**src/rtl/dc_offset_remover.sv**
```systemverilog
// Removes a constant DC offset from a sample stream. The offset starts at a nominal value and is
// then re-estimated as the average of each window of 2^avg_log2 accepted samples.
//
// state  | meaning
// WARMUP | no window finished yet; nominal init_offset is applied
// TRACK  | offset_o holds the average of the most recent finished window
module dc_offset_remover #(
  parameter int width_H     = 5,
  parameter int width_W     = 20,
  parameter int init_offset = 65536,
  parameter int avg_log2    = 10
) (
  input  logic                              clk,
  input  logic                              rst,
  input  logic                              data_i_en,
  input  logic signed [width_H+width_W-1:0] data_i,
  input  logic                              freeze,
  output logic                              data_o_en,
  output logic signed [width_H+width_W-1:0] data_o,
  output logic signed [width_H+width_W-1:0] offset_o,
  output logic                              offset_valid_o
);

  localparam int N  = width_H + width_W;
  localparam int AW = N + avg_log2;
  localparam logic signed [N-1:0] OFFSET_RESET = N'(init_offset);
  localparam logic signed [N-1:0] SAT_MAX = {1'b0, {(N-1){1'b1}}};
  localparam logic signed [N-1:0] SAT_MIN = {1'b1, {(N-1){1'b0}}};

  typedef enum logic {WARMUP, TRACK} state_t;

  state_t                state, state_next;
  logic signed [AW-1:0]  acc, acc_next, acc_sum, acc_avg;
  logic [avg_log2-1:0]   count, count_next;
  logic signed [N-1:0]   offset_next, data_sat;
  logic signed [N:0]     diff;
  logic                  accumulate, window_done;

  always_ff @(posedge clk) begin
    if (rst) begin
      state     <= WARMUP;
      acc       <= '0;
      count     <= '0;
      offset_o  <= OFFSET_RESET;
      data_o    <= '0;
      data_o_en <= 1'b0;
    end else begin
      state     <= state_next;
      acc       <= acc_next;
      count     <= count_next;
      offset_o  <= offset_next;
      data_o_en <= data_i_en;
      if (data_i_en)
        data_o <= data_sat;
    end
  end

  always_comb begin
    state_next  = state;
    acc_next    = acc;
    count_next  = count;
    offset_next = offset_o;

    // One extra bit makes overflow visible as a mismatch of the top two bits.
    diff = {data_i[N-1], data_i} - {offset_o[N-1], offset_o};
    if (diff[N] != diff[N-1])
      data_sat = diff[N] ? SAT_MIN : SAT_MAX;
    else
      data_sat = diff[N-1:0];

    acc_sum     = acc + {{avg_log2{data_i[N-1]}}, data_i};
    acc_avg     = acc_sum >>> avg_log2;
    accumulate  = data_i_en && !freeze;
    window_done = accumulate && (count == '1);

    if (accumulate) begin
      count_next = count + avg_log2'(1);
      if (window_done) begin
        acc_next    = '0;
        offset_next = acc_avg[N-1:0];
        state_next  = TRACK;
      end else begin
        acc_next = acc_sum;
      end
    end
  end

  assign offset_valid_o = (state == TRACK);

endmodule

```
**config.mk**
```make
export PLATFORM = sky130hd
export DESIGN_NAME = dc_offset_remover
export DESIGN_NICKNAME = d
export VERILOG_FILES = /design/src/rtl/dc_offset_remover.sv
export SDC_FILE = /design/constraint.sdc
export NUM_CORES = 1
export LEC_CHECK = 0
export ABC_AREA = 0
export ABC_CLOCK_PERIOD_IN_PS = 3710
export CORE_ASPECT_RATIO = 1.1
export CORE_MARGIN = 2
export CORE_UTILIZATION = 35
export DETAILED_ROUTE_END_ITERATION = 10
export PLACE_DENSITY_LB_ADDON = 0.3
export RECOVER_POWER = 50
export SYNTH_ARGS = -nofsm -noshare
export SYNTH_HDL_FRONTEND = slang
export SYNTH_SLANG_ARGS = --single-unit
export TNS_END_PERCENT = 100
```
**constraint.sdc**
```tcl
create_clock -name clk -period 3.71 [get_ports clk]
set_input_delay 0.742 -clock clk [delete_from_list [all_inputs] [get_ports clk]]
set_output_delay 0.742 -clock clk [all_outputs]
set_load 0.05 [all_outputs]
```
==> results.toml <==
[yosys]
syn-instance-count = 857
netlist.area_leader.share_pct = 28.2
synth.largest_area_cell = "sky130_fd_sc_hd__dfxtp_1"
postSynthRegisterBits = 97
syn-mean-instance-area_um2 = 8.04
synth.distinct_cells = 72
proportion_of_synthesized_chip_area_in_sequential_cells_pct = 28.2
ys_async_sr_fraction_pct = 0
dominantRegCellSynth = "sky130_fd_sc_hd__dfxtp_1"
mappedNetlistArea_mm2 = 0.00689
synth.area.top_cells = "sky130_fd_sc_hd__dfxtp_1, sky130_fd_sc_hd__ha_1, sky130_fd_sc_hd__a21oi_1"
postSynthNetCount = 948
synth_enable_flop_cells = 0
ys.warnings.count = 0

[grt]
grt.total_usage_pct = 19.9
initial_antenna_violation_count = 0
grt_pass1_wl_mm = 32.1
vias_in_the_first_global_route = 6392
maximum_number_of_pins_on_one_net_before_global_route_repair = 71
global_route_total_overflow = 0

[timing]
totalNegativeSetupSlack_ps = 0
timing_max_transition_violations_final = 0
rsz0062_at_grt = "no"
post-route-min-period_ps = 3570
worst_slack_ps = 142
final_hold_violations = 0
fin_hold_ws_ps = 458
worst_slew_pin_slew_ps = 1120
fmax_ghz = 0.280
setup_viol = 0
period_share_pct = 96.2
clock_skew_ps = 6.54
max-slew-margin-rel_pct = 25.2

[detailed_routing]
route.detailed.drc = 0
total_vias_in_the_final_route = 6668
drt.antenna.violating_nets = 0
vias_per_cell = 5.29
drtPass1Iterations = 5
route.detailed.wl_per_inst_um = 15.9
detailedRoute.firstIterationViolations = 374
drt-total-wl_mm = 20.1

[worst_setup_path]
arrival_ps = 3850
crit_path_end_kind = "flop"
worstPathMaxFanout = 4
timing_worst_setup_path_type = "input pin to flop"
largest_stage_delay_on_the_critical_path_ps = 530
timing.critical_path.cells = "clkdlybuf4s50_1 -> ha_1 -> a21oi_1 -> o21bai_1 -> a21o_1 -> a21o_1 -> a2111o_1 -> a211o_1 -> a31oi_1 -> xor2_1 -> mux2_1 -> a21oi_1"
cp-start-kind = "input pin"
crit_required_ps = 3990
cp_slowest_cell = "sky130_fd_sc_hd__clkdlybuf4s50_1"

[pwr]
p_comb_share_pct = 32.8
switchingPower_mw = 0.985
seq_power_share_pct = 37.7
p_int_mw = 2.01
irDropWorstVdd_v = 0.000244
clock_power_share_pct = 29.5
powerDensity_mw_per_mm2 = 335
netSwitchingFraction_pct = 32.9
leakagePower_nw = 3.90

[min_path]
min_path_type = "flop to flop"

[final_layout]
layout_fillers = 1945
fin_nets = 1102
area_growth_pct = 29.7
sequential_cell_area_mm2 = 0.00194
layout.cells.most_common = "sky130_fd_sc_hd__buf_4"
share_of_cells_above_drive_strength_1_pct = 17.4
most-common-layout-cells = "sky130_fd_sc_hd__buf_4, sky130_fd_sc_hd__dfxtp_1, sky130_fd_sc_hd__nor2_1"
instances_no_fill = 1261
multi_input_area_mm2 = 0.00462
n_antenna_cell = 0

[clock_tree]
number_of_clock_sinks_seen_by_cts = 97
clkSlewWorstSetupHoldPaths_ps = 70
numCtsBuffers = 9
cts_root_buffer = "sky130_fd_sc_hd__clkbuf_16"
max-clock-path-buffers = 2
clkLatencyLatePin_ps = 350
post-cts-setup-buffer-count = 0
htree_num_levels = 3
cts_hold_buf = 0
tritoncts = "built"

[floorplanning]
die_width_um = 138
die_height_um = 151
top_level_ports = 81
rows = 53
initial_core_util_pct = 35.8
core_area_mm2 = 0.0192
dieArea_mm2 = 0.0208

[flow_run]
maxCapViolCount = 0

[place]
place_hpwl_mm = 15.4
post-place-cells = 1247
rd_place_congestion = 0.903
detailedPlace.worstSlack_ps = -376
buffer_ports.inserted = 80

[status]
status = "complete, no violations"
## per-stage QoR
step / area [µm²] / power [mW] / util [%]
2_1_floorplan: 6890 / 1.78 / -
3_3_place_gp: 8650 / 2.13 / 45.0
3_5_place_dp: 8650 / 2.13 / 45.0
4_1_cts: 8930 / 3.02 / 46.4
5_1_grt: 8940 / 3.16 / 46.5
6_report: 8940 / 2.99 / 46.5
## power by group through the flow
stage	sequential [mW]	combinational, mW	clock (mW)
floorplan	1.24	0.538	0
global placement	1.15	0.976	0
detailed placement	1.15	0.981	0
CTS	1.13	0.988	0.906
global route	1.13	1.07	0.949
finish	1.13	0.981	0.883
## per-layer routing
| metal | track usage [%] | wire [µm] | share of wire [%] |
|---|---|---|---|
| met5 | 0 | 0 | 0 |
| met4 | 8.88 | 620 | 3.1 |
| met3 | 2.61 | 831 | 4.1 |
| met2 | 33.9 | 9510 | 47 |
| met1 | 24.9 | 9120 | 45 |
## repair_timing
action / in CTS / in global routing
gates resized for setup: 1 / 7
pin swaps: 0 / 5
hold endpoints to repair: 0 / 0
endpoints found under the setup margin: 1 / 30
## state kept, by name (all words and copies together), names as in the netlist
signal,count
data_o,25
count,10
data_o_en,1
offset_o,25
offset_valid_o,1
acc,35
## critical path, delay by kind of cell
family | cells | cell delay (ps)
buffers and inverters | 1 | 530
XOR/XNOR | 1 | 180
adder cells (fa/ha/maj) | 1 | 360
multiplexers | 1 | 340
AO/OA/AOI/OAI | 8 | 1710
## kinds of logic after synthesis
kind of cell	share of synthesized area, %
DFF	28.2
xor gates and xnor gates	7.25
AOI/OAI and AO/OA	26.7
adders and majority gates	11.5
muxes	0.454
and+or+nand+nor	20.8
buffers and inverters	5.16
## cells in the mapped netlist, types with 3 or more instances
library cell and instances:
sky130_fd_sc_hd__nor3_1 5, sky130_fd_sc_hd__nand3b_1 5, sky130_fd_sc_hd__a22oi_1 22, sky130_fd_sc_hd__o21bai_1 6, sky130_fd_sc_hd__o21ai_0 17, sky130_fd_sc_hd__xor2_1 27, sky130_fd_sc_hd__and2_1 3, sky130_fd_sc_hd__a211oi_2 20
sky130_fd_sc_hd__nor2_1 91, sky130_fd_sc_hd__nand2b_1 9, sky130_fd_sc_hd__nand3_1 32, sky130_fd_sc_hd__o21ai_1 12, sky130_fd_sc_hd__and4_1 5, sky130_fd_sc_hd__a21oi_1 85, sky130_fd_sc_hd__and3_1 4, sky130_fd_sc_hd__nand4_1 14
sky130_fd_sc_hd__xnor2_1 30, sky130_fd_sc_hd__a211oi_1 8, sky130_fd_sc_hd__a31oi_1 9, sky130_fd_sc_hd__ha_1 60, sky130_fd_sc_hd__or3_1 7, sky130_fd_sc_hd__buf_4 4, sky130_fd_sc_hd__dfxtp_1 97, sky130_fd_sc_hd__nor2b_1 12
sky130_fd_sc_hd__nand3_2 10, sky130_fd_sc_hd__clkbuf_1 38, sky130_fd_sc_hd__a21o_1 36, sky130_fd_sc_hd__nand2_1 88, sky130_fd_sc_hd__o21a_1 4, sky130_fd_sc_hd__inv_1 39, sky130_fd_sc_hd__or4_1 3
## final timing paths
check | slack [ps] | end | cells past startpoint | from
worst max-delay path | 140 | acc[34] | 12 | data_i[24]
worst min register to register | 460 | acc[28] | 2 | acc[28]
worst min-delay path | 460 | acc[28] | 2 | acc[28]
worst max register to register | 710 | acc[34] | 12 | acc[0]
## layout make-up
| cell class | instances | area share, % |
|---|---|---|
| Clock buffer | 11 | 2.83 |
| Clock inverter | 3 | 0.196 |
| Inverter | 39 | 1.64 |
| Multi-Input combinational cell | 674 | 51.7 |
| Sequential cell | 97 | 21.7 |
| Tap cell | 247 | 3.46 |
| Timing Repair Buffer | 190 | 18.5 |
Power figures use the tool's default switching activity.
